## src/rtl/bp_uart.sv

```systemverilog
// bp_uart: UART <-> byte-pipe bridge.
// RX deserialises 8N1 frames from i_uart_rx into a one-byte valid/ready
// holding register. TX serialises one accepted byte at a time onto o_uart_tx.
// Neither direction back-pressures the serial line; RX drops bytes on overrun.
module bp_uart #(
    parameter int CLKS_PER_BIT   = 16,
    parameter int RX_SYNC_STAGES = 2
) (
    input  logic       i_clk,
    input  logic       i_rst_n,
    input  logic       i_cg,
    input  logic       i_uart_rx,
    output logic       o_uart_tx,
    output logic [7:0] o_bp_data,
    output logic       o_bp_valid,
    input  logic       i_bp_ready,
    input  logic [7:0] i_bp_data,
    input  logic       i_bp_valid,
    output logic       o_bp_ready,
    output logic       o_rxFrameErr,
    output logic       o_rxOverrun
);

    localparam int CNT_W = $clog2(CLKS_PER_BIT);
    localparam logic [CNT_W-1:0] CNT_MAX  = CNT_W'(CLKS_PER_BIT - 1);
    localparam logic [CNT_W-1:0] CNT_HALF = CNT_W'(CLKS_PER_BIT / 2 - 1);
    localparam logic [CNT_W-1:0] CNT_ZERO = {CNT_W{1'b0}};
    localparam logic [CNT_W-1:0] CNT_ONE  = CNT_W'(32'd1);

    typedef enum logic [1:0] {
        RX_IDLE  = 2'd0,
        RX_START = 2'd1,
        RX_DATA  = 2'd2,
        RX_STOP  = 2'd3
    } rx_state_t;

    typedef enum logic [1:0] {
        TX_IDLE  = 2'd0,
        TX_START = 2'd1,
        TX_DATA  = 2'd2,
        TX_STOP  = 2'd3
    } tx_state_t;

    // ------------------------------------------------------------------
    // RX path
    // ------------------------------------------------------------------
    logic [RX_SYNC_STAGES-1:0] rx_sync_r;
    logic                      rx_s;
    logic                      rx_prev_r;
    rx_state_t                 rx_state_r, rx_state_nxt_s;
    logic [CNT_W-1:0]          rx_cnt_r, rx_cnt_nxt_s;
    logic [2:0]                rx_idx_r, rx_idx_nxt_s;
    logic [7:0]                rx_shift_r, rx_shift_nxt_s;
    logic                      rx_stop_s;
    logic                      rx_load_s;
    logic                      rx_ovr_s;
    logic                      rx_ferr_s;
    logic                      rx_xfer_s;

    // Metastability synchroniser; deliberately not gated so the pin is always tracked.
    always_ff @(posedge i_clk or negedge i_rst_n) begin
        if (!i_rst_n) begin
            rx_sync_r <= {RX_SYNC_STAGES{1'b1}};
        end else begin
            rx_sync_r <= {rx_sync_r[RX_SYNC_STAGES-2:0], i_uart_rx};
        end
    end

    assign rx_s = rx_sync_r[RX_SYNC_STAGES-1];

    // RX next-state: edge detect, half-bit start check, full-bit data/stop sampling.
    always_comb begin
        rx_state_nxt_s = rx_state_r;
        rx_cnt_nxt_s   = rx_cnt_r;
        rx_idx_nxt_s   = rx_idx_r;
        rx_shift_nxt_s = rx_shift_r;
        rx_stop_s      = 1'b0;
        case (rx_state_r)
            RX_IDLE: begin
                rx_cnt_nxt_s = CNT_ZERO;
                // Only a 1->0 transition starts a frame, so a held break is ignored.
                if (rx_prev_r && !rx_s) begin
                    rx_state_nxt_s = RX_START;
                end else begin
                    rx_state_nxt_s = RX_IDLE;
                end
            end
            RX_START: begin
                if (rx_cnt_r == CNT_HALF) begin
                    rx_cnt_nxt_s = CNT_ZERO;
                    rx_idx_nxt_s = 3'd0;
                    // Line back high at mid start bit: treat as a glitch.
                    if (rx_s) begin
                        rx_state_nxt_s = RX_IDLE;
                    end else begin
                        rx_state_nxt_s = RX_DATA;
                    end
                end else begin
                    rx_cnt_nxt_s = rx_cnt_r + CNT_ONE;
                end
            end
            RX_DATA: begin
                if (rx_cnt_r == CNT_MAX) begin
                    rx_cnt_nxt_s   = CNT_ZERO;
                    rx_shift_nxt_s = {rx_s, rx_shift_r[7:1]};
                    if (rx_idx_r == 3'd7) begin
                        rx_state_nxt_s = RX_STOP;
                    end else begin
                        rx_idx_nxt_s = rx_idx_r + 3'd1;
                    end
                end else begin
                    rx_cnt_nxt_s = rx_cnt_r + CNT_ONE;
                end
            end
            RX_STOP: begin
                if (rx_cnt_r == CNT_MAX) begin
                    rx_cnt_nxt_s   = CNT_ZERO;
                    rx_state_nxt_s = RX_IDLE;
                    rx_stop_s      = 1'b1;
                end else begin
                    rx_cnt_nxt_s = rx_cnt_r + CNT_ONE;
                end
            end
            default: begin
                rx_state_nxt_s = RX_IDLE;
                rx_cnt_nxt_s   = CNT_ZERO;
            end
        endcase
    end

    // A consumer draining the holding register this cycle makes room for a new byte.
    assign rx_xfer_s = o_bp_valid & i_bp_ready;
    assign rx_load_s = rx_stop_s & rx_s & (~o_bp_valid | i_bp_ready);
    assign rx_ovr_s  = rx_stop_s & rx_s & o_bp_valid & ~i_bp_ready;
    assign rx_ferr_s = rx_stop_s & ~rx_s;

    // RX state, counters and shift register; frozen while the clock gate is low.
    always_ff @(posedge i_clk or negedge i_rst_n) begin
        if (!i_rst_n) begin
            rx_state_r <= RX_IDLE;
            rx_cnt_r   <= CNT_ZERO;
            rx_idx_r   <= 3'd0;
            rx_shift_r <= 8'd0;
            rx_prev_r  <= 1'b1;
        end else if (i_cg) begin
            rx_state_r <= rx_state_nxt_s;
            rx_cnt_r   <= rx_cnt_nxt_s;
            rx_idx_r   <= rx_idx_nxt_s;
            rx_shift_r <= rx_shift_nxt_s;
            rx_prev_r  <= rx_s;
        end
    end

    // RX holding register, handshake and error pulses.
    always_ff @(posedge i_clk or negedge i_rst_n) begin
        if (!i_rst_n) begin
            o_bp_data    <= 8'd0;
            o_bp_valid   <= 1'b0;
            o_rxFrameErr <= 1'b0;
            o_rxOverrun  <= 1'b0;
        end else if (i_cg) begin
            o_rxFrameErr <= rx_ferr_s;
            o_rxOverrun  <= rx_ovr_s;
            if (rx_load_s) begin
                o_bp_data  <= rx_shift_r;
                o_bp_valid <= 1'b1;
            end else if (rx_xfer_s) begin
                o_bp_valid <= 1'b0;
            end
        end
    end

    // ------------------------------------------------------------------
    // TX path
    // ------------------------------------------------------------------
    tx_state_t        tx_state_r, tx_state_nxt_s;
    logic [CNT_W-1:0] tx_cnt_r, tx_cnt_nxt_s;
    logic [2:0]       tx_idx_r, tx_idx_nxt_s;
    logic [7:0]       tx_shift_r, tx_shift_nxt_s;
    logic             tx_bit_s;

    // TX next-state and next line level; the line is registered from this value.
    always_comb begin
        tx_state_nxt_s = tx_state_r;
        tx_cnt_nxt_s   = tx_cnt_r;
        tx_idx_nxt_s   = tx_idx_r;
        tx_shift_nxt_s = tx_shift_r;
        tx_bit_s       = 1'b1;
        case (tx_state_r)
            TX_IDLE: begin
                if (i_bp_valid && o_bp_ready) begin
                    tx_state_nxt_s = TX_START;
                    tx_cnt_nxt_s   = CNT_ZERO;
                    tx_shift_nxt_s = i_bp_data;
                    tx_bit_s       = 1'b0;
                end else begin
                    tx_bit_s = 1'b1;
                end
            end
            TX_START: begin
                tx_bit_s = 1'b0;
                if (tx_cnt_r == CNT_MAX) begin
                    tx_state_nxt_s = TX_DATA;
                    tx_cnt_nxt_s   = CNT_ZERO;
                    tx_idx_nxt_s   = 3'd0;
                    tx_bit_s       = tx_shift_r[0];
                end else begin
                    tx_cnt_nxt_s = tx_cnt_r + CNT_ONE;
                end
            end
            TX_DATA: begin
                tx_bit_s = tx_shift_r[0];
                if (tx_cnt_r == CNT_MAX) begin
                    tx_cnt_nxt_s = CNT_ZERO;
                    if (tx_idx_r == 3'd7) begin
                        tx_state_nxt_s = TX_STOP;
                        tx_bit_s       = 1'b1;
                    end else begin
                        tx_idx_nxt_s   = tx_idx_r + 3'd1;
                        tx_shift_nxt_s = {1'b0, tx_shift_r[7:1]};
                        tx_bit_s       = tx_shift_r[1];
                    end
                end else begin
                    tx_cnt_nxt_s = tx_cnt_r + CNT_ONE;
                end
            end
            TX_STOP: begin
                tx_bit_s = 1'b1;
                if (tx_cnt_r == CNT_MAX) begin
                    tx_state_nxt_s = TX_IDLE;
                    tx_cnt_nxt_s   = CNT_ZERO;
                end else begin
                    tx_cnt_nxt_s = tx_cnt_r + CNT_ONE;
                end
            end
            default: begin
                tx_state_nxt_s = TX_IDLE;
                tx_cnt_nxt_s   = CNT_ZERO;
                tx_bit_s       = 1'b1;
            end
        endcase
    end

    // TX state, counters, line and ready; ready is high exactly while idle.
    always_ff @(posedge i_clk or negedge i_rst_n) begin
        if (!i_rst_n) begin
            tx_state_r <= TX_IDLE;
            tx_cnt_r   <= CNT_ZERO;
            tx_idx_r   <= 3'd0;
            tx_shift_r <= 8'd0;
            o_uart_tx  <= 1'b1;
            o_bp_ready <= 1'b0;
        end else if (i_cg) begin
            tx_state_r <= tx_state_nxt_s;
            tx_cnt_r   <= tx_cnt_nxt_s;
            tx_idx_r   <= tx_idx_nxt_s;
            tx_shift_r <= tx_shift_nxt_s;
            o_uart_tx  <= tx_bit_s;
            o_bp_ready <= (tx_state_nxt_s == TX_IDLE);
        end
    end

endmodule

```

## config.mk

```make
export PLATFORM = sky130hd
export DESIGN_NAME = bp_uart
export DESIGN_NICKNAME = d
export VERILOG_FILES = /design/src/rtl/bp_uart.sv
export SDC_FILE = /design/constraint.sdc
export NUM_CORES = 1
export LEC_CHECK = 0
export CAP_MARGIN = 20
export CORE_MARGIN = 2
export CORE_UTILIZATION = 55
export DETAILED_ROUTE_END_ITERATION = 6
export PLACE_DENSITY = 0.87
export SYNTH_ARGS = -nofsm -noshare
export SYNTH_HDL_FRONTEND = slang
export SYNTH_SLANG_ARGS = --single-unit
```

## constraint.sdc

```tcl
create_clock -name i_clk -period 4.3 [get_ports i_clk]
set_input_delay 1.075 -clock i_clk [delete_from_list [all_inputs] [get_ports i_clk]]
set_output_delay 1.075 -clock i_clk [all_outputs]
set_load 0.02 [all_outputs]
```

# ---- Word-level counts from Yosys, hierarchy flattened
# Cells that the tools add are included.
dict set report totals {
  reg_bits 50
  latchBits 0
  ram_bits 0
  mem_bits_ro 0
  in_bits 14
  output_inout_bits 13
  wordCells 110
  mem_count 0
}
dict set report classes {
  addsub 4
  mul 0
  div 0
  n_lt_le_gt_ge 0
  n_eq_ne 20
  shifts 0
  muxes 40
  bitwise_logic 10
  reduce_logical 20
}
# operator count
set op_table {}
lappend op_table {{$mux 8} 3}
lappend op_table {{$mux 2} 10}
lappend op_table {{$reduce_and 5->1} 4}
lappend op_table {{$mux 3} 6}
lappend op_table {{$ne 2x2->1 const B} 9}
lappend op_table {{$mux 4} 4}
lappend op_table {{$pmux 2 s4} 2}
lappend op_table {{$pmux 8 s2} 1}
lappend op_table {{$pmux 3 s2} 2}
lappend op_table {{$pmux 4 s3} 1}
lappend op_table {{$mux 1} 9}
lappend op_table {{$add 4x1->4 const B} 2}
lappend op_table {{$eq 2x2->1 const B} 4}
lappend op_table {{$eq 4x4->1 const B} 2}
lappend op_table {{$pmux 4 s2} 1}
lappend op_table {{$reduce_bool 2->1} 4}
lappend op_table {{$add 3x1->3 const B} 2}
lappend op_table {{$and 1x1->1} 6}
lappend op_table {{$eq 3x3->1 const B} 2}
lappend op_table {{$logic_not 2->1} 3}
lappend op_table {{$reduce_and 2->1} 3}
lappend op_table {{$eq 2x1->1 const B} 2}
lappend op_table {{$eq 4x3->1 const B} 1}
lappend op_table {{$pmux 1 s4} 1}
lappend op_table {{other kinds (7)} 10}

# ---- Depth between registers and ports, before layout
# Gate-level depths: netlist of the first run.
dict set report depth {
  ltp_word 7
  mapped_depth 7
  mapped_depth_nobuf 6
}

# ---- Worst setup path before layout of the first run
# Ideal clock, no wire load.
dict set report synth_timing {
  path_type {input to register}
  from {in i_cg}
  to {reg o_bp_data[0]}
  setup_ns 0.125
  t_arrival_ns 2.239
  required_time_ns 4.175
  path_slack_ns 1.936
  stages 4
  n_path_buf 0
  path_cell_list {nand3_1 or4_4 a21oi_4 mux2_2}
}
dict set report synth_between {
  elab_chain_cells 1
}
# item line
set synth_lines {}
lappend synth_lines {{start, declared} 11} ;# input logic i_cg,
lappend synth_lines {{$reduce_and 2->1 (no line)} n/a}
lappend synth_lines {{end signal, assigned} 165} ;# o_bp_data <= rx_shift_r;
lappend synth_lines {{end, declared} 14} ;# output logic [7:0] o_bp_data,
# Every way passes these cells.
# A chain may end at the register's enable or synchronous reset.

# ---- Final worst setup path of the first run
dict set report layout_timing {
  from {in i_cg}
  to {reg o_bp_data[1]}
}
# The elaborated chain is that of the path after synthesis.

==> results.yml, run 1 <==
worst_setup_path:
  critPathKind: "in -> reg"
  r2r-start: "rx_cnt_r[0]"
  crit_fanout: 24
  required_ps: 4500
  arrival_ps: 3070
  cp-startpoint: "i_cg"
  critPathLaunchType: "input port"
  crit_path_end_kind: "flop"
synth:
  synthTopCellsByArea: "dfrtp_1 (49%), mux2_2 (9.5%), dfstp_2 (4.4%)"
  netlist_area_sq_um: 2360
  ys_seq_area_share_pct: 53.2
  synth_top_cell_area_share_pct: 48.7
  ys_types: 42
  synth_top_area_cell: "dfrtp_1"
  synth_warnings: 0
  synth.avg_cell_area_sq_um: 11.1
  ys_ff_latch: 50
  syn_inst: 212
  synth-edff-count: 0
  synth_ff_type: "dfrtp_1"
  async_reset_ff_share_pct: 100
  synth_nets: 232
clock_tree:
  htree_levels: 2
  cts-root-buf: "clkbuf_8"
  cts_made_buffers: 5
  postCtsHoldBufs: 0
  clk_pin_slew_ps: 90
  cts_max_path_buffers: 2
  cts_tree: "built"
  post_cts_buffers: 0
  insertion_delay_ps: 310
  cts_num_sinks: 50
  cts_resized: 0
sta:
  fin_crit_sh_pct: 66.7
  clock-skew-final_ps: 6.31
  hold_viol: 0
  timing.fmax_ghz: 0.349
  slew_headroom_pct: 46.2
  rsz0062_at_grt: "false"
  setup_violations: 0
  tns_ps: 0
  finalMaxSlewViolations: 0
  whs_ps: 361
  worst_pin_slew_ps: 804
  period_needed_ps: 2870
power_and_ir_drop:
  max-vdd-ir-drop_mv: 0.288
  pwr_density_cell_nw_per_um2: 467
  leakagePower_nw: 1.20
floorplan:
  fp.dieW_um: 69.5
  dieArea_sq_um: 4840
  rows: 23
  die_h_um: 69.5
  core_area_sq_um: 4060
  pin_count: 27
  start_util_pct: 58.2
grt:
  antenna_found_initial: 0
  grt.overflow.total: 0
  grt_pass1_wl_um: 7320
  grt_pass1_vias: 1656
  grt_max_degree: 51
  track_usage_pct: 19.1
cells_and_area:
  final_core_util_pct: 68.1
  syn_to_final_growth_pct: 17.0
  drive_above_1_share_pct: 16.7
  diodes: 0
  fill_cells: 287
  fin_nets: 258
route:
  avgRoutedWirePerCell_um: 14.3
  routed_wl_um: 4140
  num_vias: 1713
  drc_errors: 0
  post_drt_via_cell_ratio: 5.93
  drtIter0Drc: 79
  first_pass_iters: 4
  ant_nets: 0
outcome:
  outcome: "finished, final reports clean"
placed_design:
  hpwlAfterDp_um: 2870
  gp_congestion: 0.774
  portBuffers: 26
min_path:
  hold_start: "rx_sync_r[0]"
  hold_path_class: "reg -> reg"
job:
  cap_viol_max_count: 0
-- worst max-delay path, stage by stage --
cell and delay [ps]:
clkdlybuf4s50_1 450, buf_4 230, nand3_1 180, or4_4 480, a21oi_4 270, mux2_2 380
-- sequential cells by signal, summed over array words and instances, names as in the netlist, 2 cells and up, named ones only --
name	flops
o_bp_data	8
rx_cnt_r	4
rx_idx_r	3
rx_shift_r	8
rx_sync_r	2
tx_cnt_r	4
tx_idx_r	3
tx_shift_r	8
tx_state_r	2
-- cell type report --
type	instances	area [sq um]	share of cell area [%]
Clock buffer	5	68.8	2.49
Clock inverter	3	21.3	0.770
Inverter	9	33.8	1.22
Multi-Input combinational cell	142	1020	37.0
Sequential cell	50	1260	45.5
Tap cell	50	62.6	2.26
Timing Repair Buffer	30	298	10.8
-- kinds of logic after synthesis --
group                    Yosys count  synth area share [%]
flip-flops                        50                  53.2
adder cells (fa/ha/maj)            6                  3.18
AO/OA/AOI/OAI                     58                  16.3
multiplexers                      28                  12.9
buffers and inverters             20                  3.50
XOR/XNOR                           1                 0.371
AND/OR/NAND/NOR                   49                  10.5
-- worst paths after layout --
check	to	slack (ps)	cells after the start
max in group asynchronous	rx_sync_r[0]	2990	2
worst max-delay path	o_bp_data[1]	1430	6
min in group asynchronous	tx_state_r[1]	720	1
worst max register to register	o_bp_data[1]	2200	5
worst min register to register	rx_sync_r[1]	360	0
worst min-delay path	rx_sync_r[1]	360	0
-- power breakdown --
part / switching [W] / leakage [nW] / internal, W
registers: 0.000117 / 0.634 / 0.000572
logic: 0.000166 / 0.527 / 0.000162
clock network: 0.000159 / 0.0441 / 0.000114
total: 0.000442 / 1.20 / 0.000849
-- cells in the final DEF (no fill, tap or decap), types with 2 or more instances in the layout --
master            n
nor2_1            9
mux2_2           20
ha_1              6
dfrtp_1          46
and3_1            3
nor3b_1           2
buf_4             3
dfstp_2           4
inv_1             9
clkbuf_8          5
a22o_1            4
o21ai_0          15
clkdlybuf4s50_1  25
mux2i_1           8
a31oi_1          11
nand2_1          16
nand3_1           4
o22ai_1           2
nand4_1           3
a21oi_1          11
nor2b_1           4
a32oi_1           3
nor3_1            2
-- per-layer routing --
layer / track usage [%] / wire [um] / part of all wire, %
met3: 6.40 / 183 / 4.4
met5: 0 / 0 / 0
met1: 24.9 / 1950 / 47
met2: 29.8 / 1940 / 47
met4: 6.75 / 65 / 1.6
-- metrics by stage --
stage | instance area [sq um] | cells | setup slack (ps) | total power (W)
2_1_floorplan | 2360 | 212 | 1940 | 0.000924
3_3_place_gp | 2650 | 280 | 1120 | 0.00101
3_5_place_dp | 2650 | 280 | 1100 | 0.00102
4_1_cts | 2740 | 288 | 1430 | 0.00130
5_1_grt | 2760 | 289 | 1350 | 0.00139
6_report | 2760 | 289 | 1430 | 0.00129
-- Yosys cell counts, types with 2 or more instances --
library cell,n
inv_1,9
mux2_2,20
buf_2,3
a32oi_1,3
a21oi_1,11
o22ai_1,2
dfstp_2,4
o21ai_0,15
mux2i_1,8
and3_1,3
nor2b_1,4
nor3_1,2
nand4_1,3
nor3b_1,2
nor2_1,9
dfrtp_1,46
ha_1,6
a22o_1,4
nand3_1,4
a31oi_1,11
nand2_1,16
clkbuf_1,7
Power figures use the tool's default switching activity.
==> inputs of run 2 (changes only) <==
CORE_UTILIZATION = 50   (was 55)
PLACE_DENSITY = 0.84   (was 0.87)
clock period = 2.4 ns   (was 4.3 ns; I/O delays follow)
==> run 2 against run 1 <==
  * Combinational power increased by 89%
  * Routed wire length decreased by 1.5%
  * Cell count increased by 3.1%
  * Cell area increased by 1.8%
  * Critical path type unchanged
  * Register-to-register slack got worse by 1800 ps
  * First-iteration DRC count increased by 120%
  * Die area increased by 9.4%
  * Clock power increased by 85%
==> results.yml, run 2 (synthesis gave the netlist of run 1 again) <==
route:
  num_vias: 1681
  routed_wl_um: 4080
  avgRoutedWirePerCell_um: 13.7
  drc_errors: 0
  first_pass_iters: 5
  ant_nets: 0
  post_drt_via_cell_ratio: 5.64
  drtIter0Drc: 177
cells_and_area:
  multi_input_area_sq_um: 1020
  final_core_util_pct: 60.8
  largestRegisters: "o_bp_data: 8 flops, rx_shift_r: 8 flops, tx_shift_r: 8 flops"
  layout_commonest_cell: "dfrtp_1"
  fill_cells: 397
  seq_area_sq_um: 1260
  diodes: 0
  drive_above_1_share_pct: 18.4
  final_cell_mix: "dfrtp_1 (46), clkdlybuf4s50_1 (25), mux2_2 (20)"
  fin_nets: 263
  syn_to_final_growth_pct: 19.1
floorplan:
  dieArea_sq_um: 5290
  rows: 25
  fp.dieW_um: 72.7
  die_h_um: 72.7
  pin_count: 27
  start_util_pct: 51.0
  core_area_sq_um: 4630
min_path:
  hold_path_class: "in -> async"
sta:
  period_needed_ps: 2140
  clock-skew-final_ps: 8.75
  hold_viol: 0
  worst_pin_slew_ps: 495
  slew_headroom_pct: 66.8
  whs_ps: 267
  setup_violations: 0
  rsz0062_at_grt: "false"
  finalMaxSlewViolations: 0
  fin_crit_sh_pct: 89.3
  timing.fmax_ghz: 0.467
clock_tree:
  cts_made_buffers: 5
  cts_max_path_buffers: 2
  cts_num_sinks: 50
  clk_pin_slew_ps: 100
  insertion_delay_ps: 300
  cts_tree: "built"
  postCtsHoldBufs: 0
  post_cts_buffers: 0
  cts_resized: 0
  htree_levels: 2
  cts-root-buf: "clkbuf_8"
grt:
  use_met1_pct: 25.1
  grt_use_met2_pct: 26.6
  grt.busiest_layer: "met2"
  grt_pass1_wl_um: 7220
  antenna_found_initial: 0
  grt.overflow.total: 0
  track_usage_pct: 17.2
  grt_pass1_vias: 1539
  grt_max_degree: 51
  use_met3_pct: 4.01
power_and_ir_drop:
  leakagePower_nw: 1.23
  total_power_w: 0.00234
  pwr_density_cell_nw_per_um2: 832
  max-vdd-ir-drop_mv: 0.672
placed_design:
  portBuffers: 26
  gp_congestion: 0.815
  hpwlAfterDp_um: 2920
worst_setup_path:
  critPathKind: "in -> reg"
  arrival_ps: 2330
  required_ps: 2590
  crit_path_end_kind: "flop"
  crit_fanout: 8
  critPathLaunchType: "input port"
outcome:
  outcome: "finished, final reports clean"
job:
  cap_viol_max_count: 0
==> run 2: cell types whose count changed in the layout (fill, tap and decap cells not counted), sizes merged <==
cell,previous run,this run
buf,5,10
clkinvlp,1,0
inv,9,10
==> run 2: worst paths after layout <==
kind | depth (start not counted) | endpoint | slack [ps] | from
min in group i_clk | 0 | rx_sync_r[1] | 370 | rx_sync_r[0]
min reg2reg | 0 | rx_sync_r[1] | 370 | rx_sync_r[0]
max in group asynchronous | 2 | o_uart_tx | 1850 | i_rst_n
min | 2 | o_bp_ready | 270 | i_rst_n
max | 5 | o_bp_data[0] | 260 | i_cg
max reg2reg | 5 | o_bp_data[0] | 370 | rx_cnt_r[0]
==> run 2: area by class of cell <==
type                    instances  area share (%)
clock buffers                   5            2.45
clock inverters                 3            1.02
inverters                       9            1.20
multi-input cells             142            36.4
flip-flops and latches         50            44.6
well taps                      54            2.40
repair buffers                 35            11.9
==> run 2: per-layer routing <==
layer  up-vias  share of wire [%]
met5         -                  0
met4         0                  0
met3         0                2.6
met2        23                 50
met1       811                 47
li1        847                  -
==> run 2: power by group <==
group | internal, W | total [W] | switching [W]
Sequential | 0.00103 | 0.00121 | 0.000189
Clock | 0.000216 | 0.000507 | 0.000291
Combinational | 0.000306 | 0.000620 | 0.000314
Total | 0.00155 | 0.00234 | 0.000794
==> run 2: through the flow <==
stage	instances	setup slack (ps)	instance area [sq um]	TNS [ps]
3_5_place_dp	290	-59.9	2720	-388
4_1_cts	298	259	2810	0
5_1_grt	298	200	2810	0
3_3_place_gp	290	-34.5	2720	-268
6_report	298	257	2810	0
2_1_floorplan	212	478	2360	0
==> run 2: critical path, stage by stage <==
cell and delay (ps):
clkdlybuf4s50_1 500, nand3_1 110, or4_4 460, a21oi_4 280
mux2_2 380
